### src/rtl/sseg_pkg.sv
// Shared constants and types for the seven-segment scan driver.
package sseg_pkg;

  // Panel glyph codes above the decimal digits.
  localparam logic [3:0] CODE_DASH  = 4'hA;
  localparam logic [3:0] CODE_BLANK = 4'hB;
  localparam logic [3:0] CODE_H     = 4'hC;
  localparam logic [3:0] CODE_L     = 4'hD;
  localparam logic [3:0] CODE_I     = 4'hE;
  localparam logic [3:0] CODE_E     = 4'hF;

  // All segments (and the decimal point) off, active low.
  localparam logic [7:0] SEG_OFF = 8'hFF;

  typedef logic [15:0] display_word_t;

  // One buffered display image: code word, decimal points, zero suppression.
  typedef struct packed {
    display_word_t data;
    logic [3:0]    dp;
    logic          blank_lz;
  } disp_buf_t;

  localparam disp_buf_t BUF_RESET = '{data: 16'hBBBB, dp: 4'h0, blank_lz: 1'b0};

  // A higher digit that is 0 or blank lets a lower zero be suppressed.
  function automatic logic zero_or_blank(input logic [3:0] code);
    return (code == 4'h0) || (code == CODE_BLANK);
  endfunction

endpackage

### src/rtl/sseg_scan_driver_if.sv
// Front-panel side of the scan driver: code word, strobe, options and pins.
// update is a single-cycle strobe with no back-pressure: the driver always
// accepts it, so there is no ready; data/dp_mask/blank_lz are sampled only
// in a cycle where update is high.
interface sseg_scan_driver_if;
  import sseg_pkg::*;

  display_word_t display_data;
  logic          update;
  logic [3:0]    dp_mask;
  logic          blank_lz;
  logic [2:0]    brightness;
  logic [7:0]    an;
  logic [7:0]    sseg;
  logic          frame_tick;

  modport master (
    output display_data, update, dp_mask, blank_lz, brightness,
    input  an, sseg, frame_tick
  );

  modport slave (
    input  display_data, update, dp_mask, blank_lz, brightness,
    output an, sseg, frame_tick
  );
endinterface

### src/rtl/sseg_decode.sv
// Combinational digit/glyph code to active-low segment pattern {dp,g..a}.
module sseg_decode
  import sseg_pkg::*;
(
  input  logic [3:0] code,
  input  logic       dp,
  output logic [7:0] seg
);

  logic [7:0] body;

  // Glyph lookup with the decimal point off; dp is merged into bit 7 after.
  always_comb begin
    body = SEG_OFF;
    case (code)
      4'h0:       body = 8'hC0;
      4'h1:       body = 8'hF9;
      4'h2:       body = 8'hA4;
      4'h3:       body = 8'hB0;
      4'h4:       body = 8'h99;
      4'h5:       body = 8'h92;
      4'h6:       body = 8'h82;
      4'h7:       body = 8'hF8;
      4'h8:       body = 8'h80;
      4'h9:       body = 8'h90;
      CODE_DASH:  body = 8'hBF;
      CODE_BLANK: body = SEG_OFF;
      CODE_H:     body = 8'h89;
      CODE_L:     body = 8'hC7;
      CODE_I:     body = 8'hCF;
      CODE_E:     body = 8'h86;
      default:    body = SEG_OFF;
    endcase
    seg = {~dp, body[6:0]};
  end

endmodule

### src/rtl/sseg_scan_driver.sv
// Time-multiplexed 4-digit seven-segment driver with double buffering,
// leading-zero suppression, decimal points and 8-level brightness.
module sseg_scan_driver
  import sseg_pkg::*;
#(
  parameter int SLICE_CYCLES = 12500
) (
  input  logic              clk,
  input  logic              rst_n,
  sseg_scan_driver_if.slave bus
);

  localparam int CNT_W = (SLICE_CYCLES > 1) ? $clog2(SLICE_CYCLES) : 1;
  localparam logic [CNT_W-1:0] CNT_LAST = CNT_W'(SLICE_CYCLES - 1);

  logic [CNT_W-1:0] cnt_q, cnt_d;
  logic [2:0]       slice_q, slice_d;
  logic [1:0]       digit_q, digit_d;
  logic [2:0]       bright_q, bright_d;
  disp_buf_t        act_q, act_d, pend_q, pend_d, in_buf;
  logic             pend_vld_q, pend_vld_d;
  logic [7:0]       an_q, an_d, sseg_q, sseg_d;
  logic             ft_q, ft_d;

  logic       slice_start, slice_end, digit_start, frame_start;
  logic [2:0] bright_eff;
  logic [3:0] cur_code, dec_code;
  logic       dec_dp, higher_clear, lit;
  logic [7:0] dec_seg;

  assign in_buf = '{data: bus.display_data, dp: bus.dp_mask, blank_lz: bus.blank_lz};

  // Scan counters: cycle-in-slice, slice-in-digit, digit-in-frame.
  always_comb begin
    slice_start = (cnt_q == '0);
    slice_end   = (cnt_q == CNT_LAST);
    digit_start = slice_start && (slice_q == 3'd0);
    frame_start = digit_start && (digit_q == 2'd0);
    cnt_d       = slice_end ? '0 : cnt_q + 1'b1;
    slice_d     = slice_end ? slice_q + 3'd1 : slice_q;
    digit_d     = (slice_end && slice_q == 3'd7) ? digit_q + 2'd1 : digit_q;
    // Brightness is taken live at each slice start and held for the slice.
    bright_eff  = slice_start ? bus.brightness : bright_q;
    bright_d    = bright_eff;
  end

  // Double buffer: updates land in pending, promoted only at a frame start;
  // an update on the frame-start cycle goes straight to the active image.
  always_comb begin
    act_d      = act_q;
    pend_d     = pend_q;
    pend_vld_d = pend_vld_q;
    if (frame_start) begin
      pend_vld_d = 1'b0;
      if (bus.update)      act_d = in_buf;
      else if (pend_vld_q) act_d = pend_q;
    end else if (bus.update) begin
      pend_d     = in_buf;
      pend_vld_d = 1'b1;
    end
  end

  // Current digit code with leading-zero suppression applied.
  always_comb begin
    cur_code = act_q.data[{digit_q, 2'b00} +: 4];
    case (digit_q)
      2'd2:    higher_clear = zero_or_blank(act_q.data[15:12]);
      2'd1:    higher_clear = zero_or_blank(act_q.data[15:12]) &&
                              zero_or_blank(act_q.data[11:8]);
      default: higher_clear = 1'b1;
    endcase
    dec_code = cur_code;
    if (act_q.blank_lz && digit_q != 2'd0 && cur_code == 4'h0 && higher_clear)
      dec_code = CODE_BLANK;
    dec_dp = act_q.dp[digit_q];
  end

  sseg_decode u_decode (
    .code (dec_code),
    .dp   (dec_dp),
    .seg  (dec_seg)
  );

  // Pin values for the next cycle; the first cycle of each digit stays dark
  // so two anodes are never low together across a digit change.
  always_comb begin
    lit    = !digit_start && (slice_q <= bright_eff);
    an_d   = lit ? {4'hF, ~(4'b0001 << digit_q)} : SEG_OFF;
    sseg_d = lit ? dec_seg : SEG_OFF;
    ft_d   = frame_start;
  end

  // State and output registers.
  always_ff @(posedge clk or negedge rst_n) begin
    if (!rst_n) begin
      cnt_q      <= '0;
      slice_q    <= 3'd0;
      digit_q    <= 2'd0;
      bright_q   <= 3'd0;
      act_q      <= BUF_RESET;
      pend_q     <= BUF_RESET;
      pend_vld_q <= 1'b0;
      an_q       <= SEG_OFF;
      sseg_q     <= SEG_OFF;
      ft_q       <= 1'b0;
    end else begin
      cnt_q      <= cnt_d;
      slice_q    <= slice_d;
      digit_q    <= digit_d;
      bright_q   <= bright_d;
      act_q      <= act_d;
      pend_q     <= pend_d;
      pend_vld_q <= pend_vld_d;
      an_q       <= an_d;
      sseg_q     <= sseg_d;
      ft_q       <= ft_d;
    end
  end

  assign bus.an         = an_q;
  assign bus.sseg       = sseg_q;
  assign bus.frame_tick = ft_q;

endmodule
### src/flat_wrapper.sv
// flat-port wrapper written by rule: the top's interface ports become plain ports
module sseg_scan_driver_flat import sseg_pkg::*;
#(
  parameter int SLICE_CYCLES = 12500
)
  (clk, rst_n, bus_display_data, bus_update, bus_dp_mask, bus_blank_lz, bus_brightness, bus_an, bus_sseg, bus_frame_tick);
  sseg_scan_driver_if bus_i ();
  input  logic clk;
  input  logic rst_n;
  input wire logic [$bits(bus_i.display_data)-1:0] bus_display_data;
  input wire logic [$bits(bus_i.update)-1:0] bus_update;
  input wire logic [$bits(bus_i.dp_mask)-1:0] bus_dp_mask;
  input wire logic [$bits(bus_i.blank_lz)-1:0] bus_blank_lz;
  input wire logic [$bits(bus_i.brightness)-1:0] bus_brightness;
  output wire logic [$bits(bus_i.an)-1:0] bus_an;
  output wire logic [$bits(bus_i.sseg)-1:0] bus_sseg;
  output wire logic [$bits(bus_i.frame_tick)-1:0] bus_frame_tick;
  assign bus_i.display_data = bus_display_data;
  assign bus_i.update = bus_update;
  assign bus_i.dp_mask = bus_dp_mask;
  assign bus_i.blank_lz = bus_blank_lz;
  assign bus_i.brightness = bus_brightness;
  assign bus_an = bus_i.an;
  assign bus_sseg = bus_i.sseg;
  assign bus_frame_tick = bus_i.frame_tick;
  sseg_scan_driver #(.SLICE_CYCLES(SLICE_CYCLES)) u_core (.clk(clk), .rst_n(rst_n), .bus(bus_i));
endmodule
### config.mk
export PLATFORM = sky130hd
export DESIGN_NAME = sseg_scan_driver_flat
export DESIGN_NICKNAME = d
export VERILOG_FILES = /design/src/rtl/sseg_pkg.sv /design/src/rtl/sseg_scan_driver_if.sv /design/src/rtl/sseg_decode.sv /design/src/rtl/sseg_scan_driver.sv /design/src/flat_wrapper.sv
export SDC_FILE = /design/constraint.sdc
export NUM_CORES = 1
export LEC_CHECK = 0
export CORE_MARGIN = 2
export CORE_UTILIZATION = 60
export DETAILED_ROUTE_END_ITERATION = 10
export PLACE_DENSITY = 0.8
export SLEW_MARGIN = 10
export SYNTH_ARGS = -nofsm -noshare
export SYNTH_HDL_FRONTEND = slang
export SYNTH_SLANG_ARGS = --single-unit
### constraint.sdc
create_clock -name clk -period 7 [get_ports clk]
set_input_delay 1.4 -clock clk [delete_from_list [all_inputs] [get_ports clk]]
set_output_delay 1.4 -clock clk [all_outputs]
set_load 0.01 [all_outputs]
### After elaboration in Yosys (flattened, before gate mapping)

Memory sizes are Yosys's and may differ from the RTL's.
Index checks and enable logic that the tools add are counted.

| word-level totals | value |
|---|---|
| output and inout bits | 17 |
| bits in writable memories | 0 |
| register bits after elaboration | 82 |
| memory bits (read-only) | 112 |
| logic and storage cells | 65 |
| bits of input ports | 27 |
| latch bits | 0 |
| memories | 1 |

Memory list:

| name | words | width | read ports | clocked after memory_dff | wr ports | line | source |
|---|---|---|---|---|---|---|---|
| (name not given) | 16 | 7 | 1 | 0 | 0 | sseg_decode.sv:15 | `case (code)` |

| cells by class | value |
|---|---|
| reduce and logical (&&, ||, !) cells | 22 |
| muxes and demuxes | 12 |
| div/mod/pow operators | 0 |
| $add $sub $neg | 3 |
| $lt $le $gt $ge | 2 |
| shift operators | 2 |
| bitwise logic cells | 3 |
| $mul | 0 |
| equality and inequality tests | 6 |

Operator list:

| cell | number |
|---|---|
| $mux 21 | 2 |
| $shiftx 16x5->4 | 1 |
| $add 14x1->14 const B | 1 |
| $eq 14x14->1 const B | 1 |
| $logic_not 14->1 | 1 |
| $mux 14 | 1 |
| $logic_not 4->1 | 3 |
| $eq 4x4->1 const B | 2 |
| $logic_and 1x1->1 | 8 |
| $mux 4 | 2 |
| $mux 8 | 1 |
| $reduce_bool 2->1 | 3 |
| $not 4->4 | 1 |
| $reduce_and 2->1 | 2 |
| $shl 1x2->4 const A | 1 |
| $add 3x1->3 const B | 1 |
| $eq 3x3->1 const B | 1 |
| $le 3x3->1 | 1 |
| $logic_not 3->1 | 1 |
| $lt 2x3->1 const B | 1 |
| $mux 1 | 3 |
| $mux 3 | 1 |
| $add 2x1->2 const B | 1 |
| $bmux 1 s2 | 1 |
| other kinds (7) | 9 |

### Depth between registers and ports, before layout

Gate-level depths: netlist (run 1).
An unclocked memory read counts as a cell.

| logic depth | value |
|---|---|
| word-level depth | 8 |
| mapped depth | 13 |
| depth with buffers taken out | 12 |

### Modules after synthesis

Synthesis (run 1) repeated with hierarchy kept, for this count alone.

| second synthesis, totals | value |
|---|---|
| cell total of the unflattened synthesis | 322 |
| area total of the unflattened synthesis | 4043.9 um^2 |

By module, submodules not included:

| module | sequential area each (um^2) | area an instance (um^2) | cells an instance | times used |
|---|---|---|---|---|
| sseg_scan_driver | 1996.9 | 3782.4 | 284 | 1 |
| sseg_decode | 0.0 | 261.5 | 38 | 1 |

### Worst setup path before layout (run 1)

OpenSTA, ideal clock, no wires.

| timing path | value |
|---|---|
| path type | input to register |
| start | input port bus_brightness[1] |
| end | register u_core.sseg_q[2], in the netlist u_core.bus.sseg[2] |
| data required time | 6903 ps |
| library setup time | 97 ps |
| path slack | 3942 ps |
| buffers on the path | 0 |
| data arrival time | 2961 ps |
| cell stages on the path | 8 |
| path through | mux2i_1 ha_1 nor2b_1 o21ai_0 nand2b_1 a21oi_1 nor3b_1 o211ai_1 |

| on the way | value |
|---|---|
| word-level cells in the longest chain between the ends | 4 |

RTL lines:

| element | line | source |
|---|---|---|
| start: declaration | flat_wrapper.sv:14 | `input wire logic [$bits(bus_i.brightness)-1:0] bus_brightness;` |
| $mux 3 | sseg_scan_driver.sv:43 | `bright_eff = slice_start ? bus.brightness : bright_q;` |
| $le 3x3->1 | sseg_scan_driver.sv:87 | `lit = !digit_start && (slice_q <= bright_eff);` |
| $logic_and 1x1->1 | sseg_scan_driver.sv:87 |  |
| $mux 8 | sseg_scan_driver.sv:89 | `sseg_d = lit ? dec_seg : SEG_OFF;` |
| named net u_core.sseg_d[2] | sseg_scan_driver.sv:22 | `logic [7:0] an_q, an_d, sseg_q, sseg_d;` |
| end signal: assignment | sseg_scan_driver.sv:115 | `sseg_q <= sseg_d;` |
| end: declaration | sseg_scan_driver.sv:22 |  |

The timed path passes the listed nets, and every way through them passes these cells.
A chain may end at the register's enable or synchronous reset.

### Final worst setup path (run 1)

Same ends and word-level chain as after synthesis.

==> results of run 1 <==
==> worst max path at each step <==
stage	from	depth (start not counted)	endpoint	slack [ns]
after global placement	bus_brightness[1]	9	u_core.bus.sseg[2]	3.16
after detailed placement	bus_brightness[1]	9	u_core.bus.sseg[2]	3.08
after global routing	bus_brightness[1]	9	u_core.bus.sseg[2]	3.23
after CTS	bus_update	6	u_core.act_q[15]	3.43
after floorplan	bus_brightness[1]	8	u_core.bus.sseg[2]	3.94
final	bus_brightness[1]	9	u_core.bus.sseg[2]	3.47
==> sequential cells by signal, indices dropped and copies added, names as in the netlist <==
register,count
u_core.act_q,21
u_core.bus.an,4
u_core.digit_q,2
u_core.pend_q,21
u_core.cnt_q,14
u_core.bus.sseg,8
u_core.bright_q,3
u_core.pend_vld_q,1
u_core.bus.frame_tick,1
u_core.slice_q,3
==> final cells by class <==
cell class,instances,area [sq um]
Sequential cell,78,2000
Multi-Input combinational cell,230,1810
Tap cell,77,96.3
Timing Repair Buffer,42,418
Clock inverter,4,72.6
Clock buffer,12,135
Inverter,17,63.8
Fill cell,451,1750
==> power groups by stage <==
| stage | sequential, uW | combinational, uW | clock (uW) |
|---|---|---|---|
| floorplan | 506 | 60.1 | 0 |
| global placement | 506 | 102 | 0 |
| detailed placement | 507 | 104 | 0 |
| CTS | 500 | 105 | 367 |
| global route | 502 | 114 | 390 |
| finish | 500 | 104 | 358 |
==> cells by family (layout without fill, tap and decap cells) <==
logic type      after synthesis  in the layout
xor+xnor                     13             13
buf+inv                      33             75
fa+ha+maj                    18             18
flops                        78             78
mux                          55             55
other cells                   1              4
simple gates                 94             94
compound gates               46             46
==> per-stage QoR <==
stage	power [uW]	setup slack (ns)	instances	area (sq um)	util (%)
floorplan	566	3.94	341	3970	-
global placement	608	3.16	443	4370	68.9
detailed placement	611	3.08	443	4370	68.9
CTS	971	3.43	459	4580	72.1
global route	1010	3.23	460	4600	72.4
finish	962	3.47	460	4600	72.4
==> placed cells by master (no fill, tap or decap), types with 2 or more instances in the layout <==
cell	instances
nand3_1	7
dfstp_2	36
clkdlybuf4s50_1	38
nand4_1	2
inv_1	17
clkbuf_1	3
a21oi_1	8
mux2i_1	25
ha_1	18
nand2_1	41
o21ai_0	28
mux2_4	20
buf_4	3
clkbuf_8	9
mux4_2	4
and3_1	4
bufinv_16	2
xnor2_1	7
nor3_1	5
conb_1	4
o2111ai_1	2
xor2_1	6
dfrtp_1	42
o211ai_1	2
nor2b_1	4
nor2_1	15
nand2b_1	3
mux2_2	6
==> per-layer routing <==
layer	vias up	routed length, um	global-route usage, %	part of all wire, %
met1	1263	3220	27.9	47
li1	1234	-	-	-
met4	0	119	7.79	1.7
met2	53	3280	34.3	48
met3	11	240	5.35	3.5
met5	-	0	0	0
==> worst register-to-register path: cells and delay by family, from the launching register on <==
kind            cells  cell delay, ns
fa+ha+maj           2            0.40
mux                 1            0.26
compound gates      3            0.84
buf+inv             1            0.08
flops               1            0.43
simple gates        5            1.11
==> summary by stage, run 1 <==
Clock network
The number of buffers added by the clock tree synthesis step is 9. In this run the number of H-tree levels came out at 3. The worst-case clock buffer depth is 2. TritonCTS built the clock tree. For this design, the CTS-stage hold fixing added 0 buffers. The CTS sink count is 78. The post-CTS setup-driven buffer insertion count is 0. After clock tree synthesis, the repair step resized 0 gates. The clock slew at the register clock pins of the worst setup and hold paths is 0.07 ns. For the worst-skew pair, the clock arrives at the later sink with an insertion delay of 0.35 ns. In this run the clock root is driven by a clkbuf_8.

Worst hold path
The beginning of the worst hold path is u_core.act_q[9]. The worst hold path terminates at u_core.act_q[9]. The number of cells on the worst hold path is 2.

The worst hold-check path type is flip-flop to flip-flop.

Timing
The worst max-slew margin expressed relative to the limit is a little under two fifths. The count of endpoints failing setup in the final report is 0. The transition at the pin with the smallest max-transition slack is 0.926 ns.

The period utilization is about half. Setup repair after global routing left no endpoint under its margin. The count of final hold-check violations is 0. For the finished layout, the period the worst path requires is about 3.5 ns. The worst-case clock skew is ~0.0082 ns. The count of final max-slew check failures came to 0. Setup total negative slack on the finished layout was measured at 0 ns. Derived from the worst setup path, the maximum achievable clock frequency is 0.283 GHz.

The tightest hold path in the finished design has a slack of a little under 0.5 ns.

Logic synthesis
The post-synthesis mux area share is 17.9%. The post-synthesis average cell area is ~12 sq um. The adder and majority cell fraction of the synthesized area is 5.69%. The sequential area share after synthesis is about 50%. The most common cell in the synthesized netlist is dfrtp_1. The cell area that synthesis handed to floorplanning was between 3000 and 4000 sq um. The share of synthesized registers carrying an async set or reset is between 90% and 100%. The most used flip-flop cell after synthesis is dfrtp_1. Sorting the synthesized cells by area gives the leading types as dfrtp_1, dfstp_2, mux2_4. Summing the areas of all and, or, nand and nor instances in the mapped netlist gives between 10% and 20% of the synthesized area. Summing the areas of all compound-gate instances in the mapped netlist gives 6.99% of the synthesized area. Synthesis handed over a netlist of approximately 340 instances. The fraction of post-synthesis cell area in the top cell type by area is between 20% and 30%. During synthesis, Yosys emitted a total of 0 warnings.

The number of flip-flops and latches in the synthesized netlist is 78. Counting instances in the post-synthesis netlist gives the leading cell types as dfrtp_1, nand2_1, dfstp_2. The largest family of logic cells by synthesized area is multiplexers.

After Yosys synthesis, XOR and XNOR cells account for approximately 2.9% of the synthesized area. The netlist uses 46 different library cells. The synthesized design spends more area on one cell type than any other, namely dfrtp_1. The synthesized design contains 0 enable-type register cells.

Floorplan
The x dimension of the die is around 85 um. In this run the count of I/O pins placed on the die edge is between 40 and 50. Row generation in the floorplan step produced 29 rows. The area enclosed by the die boundary is 7260 sq um. The initial utilization of the core area, before any placement, comes to ~62%. The die outline height is 85.2 um.

The core footprint is roughly 6300 sq um.

Setup path
The capture point of the worst reg-to-reg path is u_core.bus.sseg[2]. The biggest cell delay along the critical path is 0.54 ns. The classification of the worst setup path is input port to flip-flop.

The worst register-to-register path begins at u_core.cnt_q[0]. Setup slack on the worst reg-to-reg path comes out at 3.77 ns. Among all stages on the critical path, the largest delay is contributed by a21oi_1. Broken down by cell family, the worst path's largest delay share belongs to compound AO/OA/AOI/OAI gates. For the worst setup path, the data arrival time is roughly 3.8 ns.

The startpoint type of the worst setup path is an input port. Traced cell by cell, the critical path runs through clkdlybuf4s50_1 > mux2i_1 > ha_1 > nor2b_1 > o21ai_0 > nand2b_1 > a21oi_1 > nor3b_1 > o211ai_1. The count of buffering cells on the critical path with inverters included is 1. In this run the worst path has a maximum fanout of 10. STA classifies the critical path endpoint as a flip-flop.

The worst-case reg-to-reg path depth is 12. The worst endpoint required time is between 7 and 8 ns.

Pwr
Of the total power, the share spent switching nets is between 20 and 25%. The maximum vdd drop is roughly 0.18 mV. Of the total power, registers draw 52.0%. For this design the total switching power over the nets is between 200 and 250 uW. The relative contribution of the clock network to total power is a little under two fifths. The power density over the cells is ~210 nW/um^2. The analysis attributes to cell leakage a power of around 0.0021 uW. Cell internal power was estimated by the tool at ~750 uW. The relative contribution of combinational cells to total power is ~11%.

GRT
The via count of the first global-routing pass is between 2,000 and 3,000. Entering global routing, the biggest net connects just under 80 pins. The total global routing overflow is 0.

The initial antenna violation count is 0. The wire length of the first global-routing pass is around 12 mm. Global routing used between 20% and 30% of the available tracks.

Place
The wire-length estimate of the detail-placed layout is about 4.7 mm. Input and output buffers added on the ports amount to 39. Routability-driven placement finished with a final weighted congestion of approximately 0.87.

Final layout
The number of antenna diodes in the final layout is 0. Of the cells placed in the final design, the portion with a size suffix greater than 1 is between 20% and 30%. The number of nets in the layout is around 420. The area growth from synthesis to layout is 16.2%.

Detailed routing
The DRC violation count after routing is 0. The via total after detailed routing is roughly 2,600. The post-detailed-routing wire length is roughly 6.9 mm. The first detailed-routing pass ran for 4 iterations. The via density per instance is roughly 5.6.

After the first detailed-routing iteration, the DRC count stood at between 100 and 150. The detail route stage leaves a number of antenna-violating nets equal to 0. The average wire per standard cell is 14.9 um.

Outcome
The flow ran to the end, and the final reports show no timing, DRC or antenna violations.

Run
Max-cap violations in this run came to 0.
No activity file was read; power rests on OpenSTA's default activity.
==> run 2, diff against run 1 <==
CORE_UTILIZATION = 56   (was 60)
PLACE_DENSITY = 0.75   (was 0.8)
clock period = 3.56 ns   (was 7 ns; I/O delays follow)
==> run 2 against run 1 <==
Effect of this change: flip-flop and latch count unchanged; routed wire length rose by 2.0%; critical endpoint is now u_core.bus.sseg[4]; highest routed layer unchanged; critical path depth increased by 3.
==> summary by stage, run 2 (same netlist as run 1, synthesis figures left out) <==
Outcome
The run finished with clean final reports.

Clock network
The CTS sink count is 78 (unchanged). The post-CTS setup-driven buffer insertion count is 0 (unchanged). The clock slew at the register clock pins of the worst setup and hold paths is 0.08 ns (about the same). The number of buffers added by the clock tree synthesis step was 9 (unchanged). The TritonCTS clock tree is done. The worst-case clock buffer depth came to 2 (unchanged).

The quantity of hold-fixing buffers added after cts is 0 (unchanged). The CTS H-tree depth is 3 (unchanged). The number of resized instances in the post-cts repair step is 0 (unchanged). In this run the clock root is driven by a clkbuf_8.

The clock insertion delay at the later pin of the skew report was 0.34 ns (about the same).

Final layout
The post-route cell area is 4630 sq um (+0.71%). In the final layout, the registers with the most flip-flops are u_core.act_q (21), u_core.pend_q (21), u_core.cnt_q (14). The number of nets in the layout is 425 (+0.47%). The most common cell after layout, fill and taps aside is dfrtp_1.

The fraction of layout instances using a drive strength above 1 is 24.2% (+0.40 points). The antenna diode count was 0 (unchanged). In the layout the commonest cells are dfrtp_1, nand2_1, clkdlybuf4s50_1. The area growth from synthesis to layout is 17.0%. The final-layout fill cell count came to 530 (+18%).

Setup path
The largest fanout on the critical path came to 12 (+2). The startpoint type of the worst setup path is a flip-flop. The worst endpoint required time came to 3.81 ns (-3.44 ns). The data arrival time of the critical path is 3.31 ns (-0.47 ns).

The critical path in this run is classified as flip-flop to flip-flop. STA classifies the critical path endpoint as a flip-flop.

Pwr
The power density over the cells is 410 nW/um^2 (+96%). The maximum vdd drop is 0.280 mV (+53%). The overall power after layout is 1900 uW (+97%). The static power due to leakage is 0.00211 uW (+0.49%).

Timing
The final worst hold slack was 0.484 ns (+0.00316 ns). The peak clock frequency supported by timing is 0.327 GHz. The final critical path takes up between 80% and 90% of the cycle. The count of final max-slew check failures is 0 (unchanged). The transition at the pin with the smallest max-transition slack came to 0.945 ns (+0.0184 ns). The count of endpoints failing setup in the final report is 0 (unchanged). The count of final hold-check violations is 0 (unchanged). The worst-case clock skew is 0.0104 ns (+0.00226 ns). The total negative setup slack is 0 ns (unchanged). Setup repair after global routing left no endpoint under its margin. Counting I/O delays and the setup requirement, the final critical path takes 3.06 ns. The worst max-slew margin expressed relative to the limit is 37.0% (-1.2 points).

Floorplan
The area enclosed by the die boundary is 7750 sq um (+6.8%). The number of standard-cell rows in the floorplan is 30 (+3.4%). The die outline height is 88.0 um (+3.3%). The x dimension of the die is 88.0 um (+3.3%). The core footprint was 6830 sq um (+7.6%).

The initial cell density of the core is 57.9% (-4.4 points). The number of placed I/O pins is 44 (unchanged).

GRT
The wire length of the first global-routing pass is 12.1 mm (-0.46%). The total global routing overflow came to 0 (unchanged). The via count of the first global-routing pass is 2,524 (-1.4%). The overall routing resource usage was 20.2% (-0.98 points). The initial antenna violation count was 0 (unchanged).

The largest net degree at the start of global routing was 79 (unchanged).

Worst hold path
The worst hold-check path type is flip-flop to flip-flop.

Place
The routability congestion estimate came to 0.842 (-2.9%). The cell area after placement is 4420 sq um (+1.1%). The number of buffer cells added on primary ports came to 39 (unchanged). The placed wire-length estimate came to 4.93 mm (+5.2%).

Run
The max-cap check violation count is 0 (unchanged).

Detailed routing
The average wire per standard cell was 14.5 um (-2.4%). The post-detailed-route count of antenna-violating nets is 0 (unchanged). The DRC violation count after routing is 0 (unchanged). The via density per instance is 5.26 (-5.4%).

The post-detailed-routing wire length is 7.00 mm (+2.0%). The iteration count of the initial detailed-routing pass is 4 (unchanged). The initial DRC count is 106 (-1.9%). The via total after detailed routing is 2,532 (-1.1%).
==> run 2: cell types whose count changed in the layout (fill, tap and decap cells not counted), sizes merged <==
cell      change
clkinv        +1
buf           +2
clkinvlp      -1
==> run 2: report_power, final <==
part | leakage, uW | total (uW) | switching (uW) | internal [uW]
sequential | 0.000909 | 982 | 25.2 | 957
combinational | 0.00110 | 204 | 90.6 | 114
clock | 0.000105 | 711 | 315 | 396
total | 0.00211 | 1900 | 431 | 1470
==> run 2: final timing paths <==
path	cells past startpoint	end	startpoint	slack, ns
max	12	u_core.bus.sseg[4]	u_core.digit_q[1]	0.50
min	2	u_core.act_q[1]	u_core.act_q[1]	0.48
max reg2reg	12	u_core.bus.sseg[4]	u_core.digit_q[1]	0.50
min reg2reg	2	u_core.act_q[1]	u_core.act_q[1]	0.48
max in group asynchronous	1	u_core.act_q[7]	rst_n	2.43
min in group asynchronous	1	u_core.cnt_q[3]	rst_n	0.51
==> run 2: layer usage <==
| metal | global-route usage [%] | part of all wire, % |
|---|---|---|
| met3 | 3.58 | 3.1 |
| met4 | 9.37 | 2.1 |
| met1 | 28.4 | 48 |
| met2 | 30.9 | 46 |
| met5 | 0 | 0 |
==> run 2: through the flow <==
| step | setup WS [ns] | std cells | util [%] |
|---|---|---|---|
| floorplan | 0.758 | 341 | - |
| global placement | 0.647 | 465 | 64.7 |
| detailed placement | 0.575 | 465 | 64.7 |
| CTS | 0.507 | 481 | 67.7 |
| global route | 0.280 | 481 | 67.7 |
| finish | 0.501 | 481 | 67.7 |
==> run 2: area by class of cell <==
| cell class | count | area (sq um) | area share [%] |
|---|---|---|---|
| clock inverter | 4 | 73.8 | 1.60 |
| multi-input combinational | 230 | 1810 | 39.2 |
| tap | 96 | 120 | 2.60 |
| timing repair buffer | 44 | 425 | 9.19 |
| clock buffer | 12 | 135 | 2.92 |
| sequential | 78 | 2000 | 43.1 |
| inverter | 17 | 63.8 | 1.38 |
==> run 2: critical path: stages (launching register included) <==
cell,delay (ns)
dfrtp_1,0.57
inv_1,0.12
ha_1,0.25
or3b_1,0.37
o2bb2a_4,0.21
a2111oi_2,0.45
and2_1,0.21
or2_2,0.15
inv_1,0.08
ha_1,0.21
nor2_1,0.15
o21ai_0,0.11
o211ai_1,0.11
